`config.mk`:
```
export PLATFORM = sky130hd
export DESIGN_NAME = alu_arbiter
export DESIGN_NICKNAME = d
export VERILOG_FILES = /design/src/rtl/alu_arbiter_pkg.sv /design/src/rtl/alu_arb_pick.sv /design/src/rtl/alu_arbiter.sv
export SDC_FILE = /design/constraint.sdc
export NUM_CORES = 1
export LEC_CHECK = 0
export ABC_AREA = 1
export BUFFER_PORTS_ARGS = -buffer_cell sky130_fd_sc_hd__buf_2
export CORE_AREA = 8 8 102 104
export CTS_CLUSTER_SIZE = 8
export DETAILED_ROUTE_END_ITERATION = 10
export DIE_AREA = 0 0 110 112
export SETUP_SLACK_MARGIN = 0.5
export SYNTH_ARGS = -nofsm -noshare
export SYNTH_HDL_FRONTEND = slang
export SYNTH_HIERARCHICAL = 1
export SYNTH_SLANG_ARGS = --single-unit
```
`constraint.sdc`:
```
create_clock -name clk_i -period 1.69 [get_ports clk_i]
set_input_delay 0.2535 -clock clk_i [delete_from_list [all_inputs] [get_ports clk_i]]
set_output_delay 0.2535 -clock clk_i [all_outputs]
set_load 0.03 [all_outputs]
```
`src/rtl/alu_arbiter_pkg.sv`:
```
// Shared constants for the ALU arbiter: ALU operation codes, the zero word and
// the per-requester request bundle.
package alu_arbiter_pkg;

    typedef enum logic [3:0] {
        ALU_NONE = 4'd0,
        ALU_ADD  = 4'd1,
        ALU_SUB  = 4'd2,
        ALU_AND  = 4'd3,
        ALU_OR   = 4'd4,
        ALU_XOR  = 4'd5,
        ALU_SLL  = 4'd6,
        ALU_SRL  = 4'd7,
        ALU_SRA  = 4'd8,
        ALU_SLT  = 4'd9,
        ALU_SLTU = 4'd10
    } alu_op_t;

    localparam logic [31:0] ZERO = 32'h0000_0000;

    typedef struct packed {
        alu_op_t     op;
        logic [31:0] a;
        logic [31:0] b;
    } arb_req_t;

endpackage

```
`src/rtl/alu_arb_pick.sv`:
```
// Combinational requester picker for the ALU arbiter.
//   valid_i : request vector
//   ptr_i   : last granted index (round-robin mode only)
//   en_i    : grant enable; all-zero grant when low
//   gnt_o   : one-hot grant or zero
//   idx_o   : encoded index of the granted requester (0 when no grant)
// RR_EN=1 searches ptr_i+1, ptr_i+2, ... modulo NUM_REQ; RR_EN=0 is fixed
// priority with the lowest index winning.
module alu_arb_pick #(
    parameter int unsigned NUM_REQ = 2,
    parameter int unsigned ID_W    = $clog2(NUM_REQ),
    parameter bit          RR_EN   = 1'b0
) (
    input  logic [NUM_REQ-1:0] valid_i,
    input  logic [ID_W-1:0]    ptr_i,
    input  logic               en_i,
    output logic [NUM_REQ-1:0] gnt_o,
    output logic [ID_W-1:0]    idx_o
);

    logic              found;
    int unsigned       cand;
    logic [ID_W-1:0]   cand_idx;

    always_comb begin
        gnt_o    = '0;
        idx_o    = '0;
        found    = 1'b0;
        cand     = 0;
        cand_idx = '0;
        for (int unsigned k = 0; k < NUM_REQ; k++) begin
            if (RR_EN) begin
                cand = (32'(ptr_i) + k + 1) % NUM_REQ;
            end else begin
                cand = k;
            end
            cand_idx = ID_W'(cand);
            if (en_i && !found && valid_i[cand_idx]) begin
                found           = 1'b1;
                gnt_o[cand_idx] = 1'b1;
                idx_o           = cand_idx;
            end
        end
    end

endmodule

```
`src/rtl/alu_arbiter.sv`:
```
// Shares one registered ALU between NUM_REQ requesters. One request issues per
// cycle; its operands drive the ALU combinationally and the ALU result returns
// to the issuing requester one cycle later as a single-cycle strobe.
// Build option: define ALU_ARB_RR_EN for round-robin arbitration (adds the
// last-grant pointer flop); otherwise fixed priority, lowest index wins.
// Ports:
//   clk_i, rst_ni          clock, asynchronous active-low reset
//   flush_i                kill the response due this cycle and block issue
//   req_valid_i/ready_o    per-requester handshake, ready is one-hot or zero
//   req_op_i/a_i/b_i       per-requester operation and operands
//   rsp_valid_o            per-requester result strobe
//   rsp_result_o/zero_o    shared result bus and zero flag
//   alu_op_o/a_o/b_o       ALU drive
//   alu_result_i/zero_i    registered ALU result and zero flag
module alu_arbiter
    import alu_arbiter_pkg::*;
#(
    parameter int unsigned NUM_REQ = 2,
    parameter int unsigned ID_W    = $clog2(NUM_REQ)
) (
    input  logic                     clk_i,
    input  logic                     rst_ni,
    input  logic                     flush_i,
    input  logic [NUM_REQ-1:0]       req_valid_i,
    output logic [NUM_REQ-1:0]       req_ready_o,
    input  logic [NUM_REQ-1:0][3:0]  req_op_i,
    input  logic [NUM_REQ-1:0][31:0] req_a_i,
    input  logic [NUM_REQ-1:0][31:0] req_b_i,
    output logic [NUM_REQ-1:0]       rsp_valid_o,
    output logic [31:0]              rsp_result_o,
    output logic                     rsp_zero_o,
    output logic [3:0]               alu_op_o,
    output logic [31:0]              alu_a_o,
    output logic [31:0]              alu_b_o,
    input  logic [31:0]              alu_result_i,
    input  logic                     alu_zero_i
);

`ifdef ALU_ARB_RR_EN
    localparam bit RR_EN = 1'b1;
`else
    localparam bit RR_EN = 1'b0;
`endif

    logic [NUM_REQ-1:0] gnt;
    logic [ID_W-1:0]    gnt_idx;
    logic [ID_W-1:0]    last_q;
    logic               grant_en;
    logic               issue;
    logic               inflight_v_q;
    logic [ID_W-1:0]    inflight_id_q;
    logic               rsp_fire;
    arb_req_t           sel;

    // Reset is part of the grant gate so nothing is accepted while it is held.
    assign grant_en = rst_ni && !flush_i;

    alu_arb_pick #(
        .NUM_REQ (NUM_REQ),
        .ID_W    (ID_W),
        .RR_EN   (RR_EN)
    ) u_pick (
        .valid_i (req_valid_i),
        .ptr_i   (last_q),
        .en_i    (grant_en),
        .gnt_o   (gnt),
        .idx_o   (gnt_idx)
    );

    assign req_ready_o = gnt;
    assign issue       = |gnt;

    always_comb begin
        sel.op = ALU_NONE;
        sel.a  = ZERO;
        sel.b  = ZERO;
        if (issue) begin
            sel.op = alu_op_t'(req_op_i[gnt_idx]);
            sel.a  = req_a_i[gnt_idx];
            sel.b  = req_b_i[gnt_idx];
        end
    end

    assign alu_op_o = sel.op;
    assign alu_a_o  = sel.a;
    assign alu_b_o  = sel.b;

    always_ff @(posedge clk_i or negedge rst_ni) begin
        if (!rst_ni) begin
            inflight_v_q  <= 1'b0;
            inflight_id_q <= '0;
        end else begin
            inflight_v_q  <= issue;
            inflight_id_q <= gnt_idx;
        end
    end

`ifdef ALU_ARB_RR_EN
    // Resets to the top index so requester 0 is searched first.
    always_ff @(posedge clk_i or negedge rst_ni) begin
        if (!rst_ni) begin
            last_q <= ID_W'(NUM_REQ - 1);
        end else if (issue) begin
            last_q <= gnt_idx;
        end
    end
`else
    assign last_q = ID_W'(NUM_REQ - 1);
`endif

    assign rsp_fire = inflight_v_q && !flush_i;

    always_comb begin
        rsp_valid_o  = '0;
        rsp_result_o = ZERO;
        rsp_zero_o   = 1'b0;
        if (rsp_fire) begin
            rsp_valid_o[inflight_id_q] = 1'b1;
            rsp_result_o               = alu_result_i;
            rsp_zero_o                 = alu_zero_i;
        end
    end

endmodule

```
==> flow_summary.yaml, run 1 <==
setup_path:
  worst_setup_path_end_kind: "primary output"
  cp_data_arrival_time_ns: 1.48
  crit_buf_inv: 6
  crit_path_cell_trace: "buf_8 -> nor2_4 -> nand2_2 -> nor2_4 -> buf_12 -> buf_12 -> buf_12 -> buf_16 -> nand2_4 -> nand2_4 -> nor2_4 -> buf_6"
  worst_ep_required_time_ns: 1.44
  slowest_stage: "buf_16"
  path_max_fanout: 7
  crit_type: "input pin to primary output"
  critPathLaunchType: "input pin"
  cpLargestDelayFamily: "buffers and inverters"
  max_stage_delay_ns: 0.14
floorplanning:
  fp.dieW_um: 110
  die_h_um: 112
  rows: 35
  die_area_um2: 12300
  initial_utilization_pct: 20.3
  core_um2: 8890
  io_pins: 279
yosys:
  postSynthAreaPerCell_um2: 4.03
  yosysWarningCount: 6
  syn_area_um2: 1810
  syn_nets: 622
  synth_cells: 448
sta:
  post-route-min-period_ns: 1.73
  tns_ns: -0.627
  finalWorstSetupSlack_ns: -0.0420
  finalCritPeriodShare_pct: 102
  setup_viol: 34
  rsz0062_at_grt: "true"
  slew_viol_final: 0
  max_freq_mhz: 577
  hold_viol: 0
  tightest_slew_ns: 0.259
  maxSlewHeadroom_pct: 82.7
grt:
  grt-ovfl-total: 0
  grt_pass1_wl_um: 19500
  gr-usage-all-layers_pct: 19.7
  grt_pass1_vias: 3937
  antenna_found_initial: 1
  grt_max_degree: 27
cells_and_area:
  final_util_pct: 69.6
  layout_commonest_cell: "buf_2"
  mostFrequentLayoutCells: "buf_2, nor2_4, buf_6"
  final_nets: 929
  drive_above_1_share_pct: 74.4
  area_growth_pct: 242
power:
  p_leak_nw: 3.17
  power-per-cell-area_nw_per_um2: 268
  total_power_mw: 1.66
  peakVddDrop_mv: 0.178
detailed_routing:
  drt-total-wl_um: 15000
  drtAntennaViolNets: 0
  num_vias: 3811
  wl_per_cell_um: 17.4
  dr.pass1.iters: 4
  viasPerCell: 4.41
  drc: 0
  drtIter0Drc: 142
hold_path:
  hp-class: "input pin to asynchronous set/reset pin"
placement:
  dpl_worst_slack_ns: -0.0900
  gp_congestion: 0.830
  post-dp-hpwl_um: 9070
  port_buffers: 278
clocking:
  cts.path.max_buffers: 2
  path_clk_slew_ns: 0.03
  cts-buffers-inserted: 3
  cts-root-buf: "clkbuf_8"
  cts_tree: "done"
  clock_sinks: 2
  cts.htree.levels: 1
run_status:
  outcome: "finished with violations"
  violations: "setup timing"
job:
  max_cap_violations: 0
[metal layers]
layer,GRT usage (%),wire length (um)
met1,17.6,4730
met2,39.4,8240
met5,0,0
met3,7.05,1630
met4,4.68,441
[path summary, 6_finish.rpt]
kind / depth (start not counted) / end / slack, ns / startpoint
max: 12 / alu_b_o[30] / -0.04 / flush_i
min: 3 / inflight_id_q / 0.48 / rst_ni
max in group asynchronous: 3 / inflight_v_q / 1.12 / rst_ni
min in group clk_i: 5 / inflight_v_q / 0.64 / req_valid_i[0]
[cell type report]
class	instances	area [um^2]
well taps	111	139
diodes	1	2.50
repair buffers	328	2980
flip-flops and latches	2	50.0
clock buffers	3	41.3
multi-input cells	313	2570
fillers	661	2700
inverters	107	407
[flip-flops by register name, indices dropped and copies added (netlist names)]
register	cells
inflight_v_q	1
inflight_id_q	1
[tightest hold or removal path, cell delays in order]
cell,delay [ns]
buf_6,0.09
dlygate4sd3_1,0.55
buf_4,0.12
[power by group]
group,switching [mW],internal (mW)
logic,0.783,0.637
clock network,0.0358,0.150
registers,0.00171,0.0503
total,0.821,0.837
[metrics by stage]
step / cell area, um^2 / cells / hold WS (ns)
2_1_floorplan: 2460 / 448 / -0.0421
3_3_place_gp: 4000 / 826 / 0.199
3_5_place_dp: 4000 / 826 / 0.199
4_1_cts: 5520 / 860 / 0.465
5_1_grt: 6190 / 865 / 0.496
6_report: 6190 / 865 / 0.483
[timing repair]
| action | 4_1_cts | 5_1_grt |
|---|---|---|
| cloned | 13 | 4 |
| endpoints found under the hold margin | 2 | 0 |
| setup buffers | 17 | 0 |
| setup endpoints to repair | 104 | 104 |
| hold buffers | 1 | 0 |
| gates resized for setup | 296 | 159 |
| pin swaps | 25 | 30 |
(Power assumes the default switching activity.)
==> run 2: changes to the inputs <==
SKIP_LAST_GASP = 1   (was unset)
==> run 2 against run 1 <==
The run still ends with setup timing left. Final cell count increased by 1.0%. Sequential share of layout area about the same. Maximum frequency decreased by 1.9%. Power decreased by 0.61%. Final area decreased by 0.79%.
==> flow_summary.yaml, run 2 (same netlist as run 1, synthesis figures left out) <==
run_status:
  outcome: "finished with violations"
  violations: "setup timing"
setup_path:
  critPathLaunchType: "input pin"
  path_max_fanout: 7
  worst_setup_path_end_kind: "primary output"
  cp_data_arrival_time_ns: 1.51
  worst_ep_required_time_ns: 1.44
  crit_type: "input pin to primary output"
grt:
  grt-ovfl-total: 0
  grt_pass1_vias: 3848
  grt_pass1_wl_um: 18500
  grt_max_degree: 27
  antenna_found_initial: 0
  gr-usage-all-layers_pct: 18.6
detailed_routing:
  viasPerCell: 4.45
  drtIter0Drc: 131
  dr.pass1.iters: 4
  drc: 0
  drt-total-wl_um: 15400
  wl_per_cell_um: 17.6
  num_vias: 3885
  drtAntennaViolNets: 0
job:
  max_cap_violations: 0
cells_and_area:
  layout_commonest_cell: "buf_2"
  final_nets: 939
  top_regs: "inflight_id_q: 1 flops, inflight_v_q: 1 flops"
  antennaDiodeCount: 0
  mostFrequentLayoutCells: "buf_2, nor2_4, inv_1"
  area_growth_pct: 240
  fin_area_um2: 6140
  drive_above_1_share_pct: 71.8
floorplanning:
  io_pins: 279
  die_area_um2: 12300
  rows: 35
  initial_utilization_pct: 20.3
  fp.dieW_um: 110
  core_um2: 8890
  die_h_um: 112
sta:
  hold_viol: 0
  finalCritPeriodShare_pct: 105
  post-route-min-period_ns: 1.77
  tightest_slew_ns: 0.258
  max_freq_mhz: 566
  setup_viol: 54
  slew_viol_final: 0
  maxSlewHeadroom_pct: 82.7
  hold_ws_ns: 0.473
  finalWorstSetupSlack_ns: -0.0764
  rsz0062_at_grt: "true"
clocking:
  clock_sinks: 2
  cts.path.max_buffers: 2
  path_clk_slew_ns: 0.03
  cts-root-buf: "clkbuf_8"
  cts_tree: "done"
  cts.htree.levels: 1
  cts-buffers-inserted: 3
placement:
  gp_congestion: 0.830
  dpl_worst_slack_ns: -0.0900
  post-dp-hpwl_um: 9070
  port_buffers: 278
  placed_cell_area_um2: 4000
power:
  p_leak_nw: 3.17
  power-per-cell-area_nw_per_um2: 269
  peakVddDrop_mv: 0.165
hold_path:
  hp-class: "input pin to asynchronous set/reset pin"
[run 2: changes by cell type in the layout (fill, tap and decap cells not counted), sizes merged]
cell	previous run	this run
buf	323	328
clkbuf	7	11
diode	1	0
nand2	140	141
[run 2: final timing paths]
path                       cells past startpoint           start            end  slack [ns]
worst max-delay path                          13          rst_ni     alu_a_o[7]       -0.08
max in group asynchronous                      3          rst_ni   inflight_v_q        1.13
min in group clk_i                             5  req_valid_i[0]   inflight_v_q        0.64
worst min-delay path                           3          rst_ni  inflight_id_q        0.47
[run 2: worst max-delay path: stages]
cell	delay [ns]
buf_8	0.08
inv_6	0.03
nor2_4	0.11
nand2_2	0.07
nor2_4	0.15
buf_12	0.14
buf_12	0.12
buf_12	0.10
buf_16	0.12
nand2_1	0.07
nand2_2	0.08
nor2_4	0.04
buf_6	0.14
[run 2: final cells by class]
class                           instances  area [um^2]
Fill cell                             647         2750
Tap cell                              111          139
Multi-Input combinational cell        314         2420
Clock buffer                            3         41.3
Timing Repair Buffer                  337         3080
Sequential cell                         2         50.0
Inverter                              107          407
[run 2: per-stage QoR]
stage	utilization [%]	setup TNS, ns	total power, mW	std cells
4_1_cts	57.9	-1.15	1.43	860
2_1_floorplan	-	0	0.653	448
3_5_place_dp	45.0	-4.70	0.996	826
6_report	69.0	-2.05	1.65	874
3_3_place_gp	45.0	-4.01	0.983	826
5_1_grt	69.0	-5.82	1.75	874
[run 2: power by group]
| part | total [mW] | switching (mW) | internal [mW] |
|---|---|---|---|
| clock | 0.184 | 0.0341 | 0.150 |
| combinational | 1.41 | 0.769 | 0.643 |
| sequential | 0.0521 | 0.00175 | 0.0503 |
[run 2: per-layer routing]
layer	wire, um	track usage [%]	vias to the layer above
li1	-	-	1857
met1	4850	16.8	1786
met2	8530	37.5	216
met3	1590	6.47	26
met4	423	3.51	0
met5	0	0	-
[run 2: repair_timing]
action | 4_1_cts | 5_1_grt
pin swaps | 17 | 52
buffers inserted | 17 | 2
hold buffers | 1 | 0
gates cloned | 13 | 12
setup endpoints to repair | 104 | 104
endpoints found under the hold margin | 2 | 0
gates resized for setup | 176 | 238
==> run 3: changes to the inputs <==
--- a/config.mk
+++ b/config.mk
@@ -10,2 +10,3 @@
 export CORE_AREA = 8 8 102 104
+export CTS_BUF_LIST = sky130_fd_sc_hd__clkbuf_4 sky130_fd_sc_hd__clkbuf_8 sky130_fd_sc_hd__clkbuf_16
 export CTS_CLUSTER_SIZE = 8
==> constraint.sdc (replaced) <==
create_clock -name clk_i -period 1.69 [get_ports clk_i]
set_input_delay 0.338 -clock clk_i [delete_from_list [all_inputs] [get_ports clk_i]]
set_output_delay 0.338 -clock clk_i [all_outputs]
set_load 0.03 [all_outputs]
==> run 3 against run 2 <==
Sequential share of layout area is essentially flat. First-iteration DRC count grew 6.9%. Power shrank 5.5%. The flow still finishes with violations (setup timing). Wire length shrank 16%. Worst hold slack gained 0.079 ns. Die area is the same. Critical path depth is the same.
==> flow_summary.yaml, run 3 (same netlist as run 1, synthesis figures left out) <==
sta:
  rsz0062_at_grt: "true"
  finalCritPeriodShare_pct: 115
  post-route-min-period_ns: 1.94
  setup_viol: 69
  hold_ws_ns: 0.552
  finalWorstSetupSlack_ns: -0.252
  tightest_slew_ns: 0.279
  slew_viol_final: 0
  tns_ns: -12.05
  max_freq_mhz: 515
  maxSlewHeadroom_pct: 81.4
  hold_viol: 0
power:
  peakVddDrop_mv: 0.159
  p_leak_nw: 3.03
  power-per-cell-area_nw_per_um2: 269
clocking:
  cts-buffers-inserted: 3
  clock_sinks: 2
  cts.path.max_buffers: 2
  cts_tree: "done"
  cts.htree.levels: 1
  path_clk_slew_ns: 0.03
  cts-root-buf: "clkbuf_8"
setup_path:
  worst_ep_required_time_ns: 1.35
  crit_type: "input pin to primary output"
  cp_data_arrival_time_ns: 1.60
  path_max_fanout: 6
  max_stage_delay_ns: 0.15
  worst_setup_path_end_kind: "primary output"
  crit_buf_inv: 7
  crit_path_cell_trace: "buf_8 -> inv_6 -> nor2_4 -> nand2_2 -> nor2_4 -> buf_6 -> buf_12 -> buf_16 -> buf_8 -> nand2_1 -> nand2_2 -> nor2_4 -> buf_6"
  critPathLaunchType: "input pin"
  slowest_stage: "nor2_4"
  cpLargestDelayFamily: "buffers and inverters"
  crit_top_cell: "nor2_4"
grt:
  antenna_found_initial: 0
  grt_max_degree: 32
  grt_pass1_wl_um: 18800
  gr-usage-all-layers_pct: 18.8
  grt-ovfl-total: 0
  grt_pass1_vias: 3905
floorplanning:
  rows: 35
  die_area_um2: 12300
  die_h_um: 112
  core_um2: 8890
  initial_utilization_pct: 20.3
  fp.dieW_um: 110
  io_pins: 279
cells_and_area:
  drive_above_1_share_pct: 68.5
  mostFrequentLayoutCells: "buf_2, nor2_4, inv_1"
  area_growth_pct: 221
  antennaDiodeCount: 0
  layout_commonest_cell: "buf_2"
  top_regs: "inflight_id_q: 1 flops, inflight_v_q: 1 flops"
  final_util_pct: 65.2
  final_nets: 931
  fillers: 730
hold_path:
  hp-class: "input pin to asynchronous set/reset pin"
placement:
  post-dp-hpwl_um: 8920
  gp_congestion: 0.758
  port_buffers: 278
detailed_routing:
  drt-total-wl_um: 13000
  dr.pass1.iters: 6
  drtIter0Drc: 140
  viasPerCell: 4.26
  drtAntennaViolNets: 0
  drc: 0
  wl_per_cell_um: 15.0
  num_vias: 3685
job:
  max_cap_violations: 0
run_status:
  outcome: "finished with violations"
  violations: "setup timing"
==> run 3: cell types whose count changed in the layout (fill, tap and decap cells not counted), moves of 2 or more <==
cell / change
nand2_4: -10
nor2_2: -3
nor2_4: -9
buf_4: -14
buf_16: -3
nor2_1: +12
buf_2: +12
nand2_1: +11
buf_8: +3
nand2_2: -3
clkbuf_4: +2
clkbuf_16: -3
buf_6: -3
==> run 3: cell type report <==
cell class | instances | area, um^2 | area share, %
Timing Repair Buffer | 330 | 2890 | 49.8
Inverter | 107 | 409 | 7.06
Tap cell | 111 | 139 | 2.40
Clock buffer | 3 | 41.3 | 0.712
Multi-Input combinational cell | 313 | 2270 | 39.2
Sequential cell | 2 | 50.0 | 0.863
==> run 3: per-stage QoR <==
step | std cells | setup slack (ns) | area [um^2] | power, mW
6_report | 866 | -0.252 | 5800 | 1.56
5_1_grt | 866 | -0.331 | 5800 | 1.66
4_1_cts | 856 | -0.188 | 5360 | 1.47
3_5_place_dp | 828 | -0.255 | 4200 | 1.03
3_3_place_gp | 828 | -0.251 | 4200 | 1.02
2_1_floorplan | 448 | -0.0313 | 2650 | 0.693
==> run 3: worst max-delay path by stage <==
stage / slack, ns / to / cells past startpoint / start
3_3_place_gp: -0.25 / alu_b_o[8] / 11 / rst_ni
6_report: -0.25 / alu_a_o[23] / 13 / rst_ni
2_1_floorplan: -0.03 / alu_a_o[10] / 10 / flush_i
5_1_grt: -0.33 / alu_a_o[23] / 13 / rst_ni
4_1_cts: -0.19 / alu_b_o[14] / 12 / rst_ni
3_5_place_dp: -0.25 / alu_b_o[8] / 11 / rst_ni
==> run 3: what timing repair did <==
| item | in CTS | in global routing |
|---|---|---|
| gates cloned | 10 | 6 |
| hold buffers | 0 | 1 |
| pin swaps | 22 | 35 |
| endpoints found under the hold margin | 0 | 2 |
| gates resized for setup | 218 | 82 |
| buffers inserted | 15 | 3 |
| setup endpoints to repair | 105 | 105 |
==> run 3: power by group <==
part | internal, mW | switching [mW] | total (mW)
sequential | 0.0503 | 0.00271 | 0.0530
combinational | 0.600 | 0.718 | 1.32
clock | 0.151 | 0.0369 | 0.188
==> run 3: metal layers <==
metal | track usage (%) | vias to the layer above | part of all wire, % | routed length [um]
met2 | 37.5 | 179 | 56 | 7220
li1 | - | 1835 | - | -
met5 | 0 | - | 0 | 0
met1 | 17.5 | 1657 | 31 | 4060
met4 | 2.43 | 0 | 1.0 | 132
met3 | 6.76 | 14 | 12 | 1540
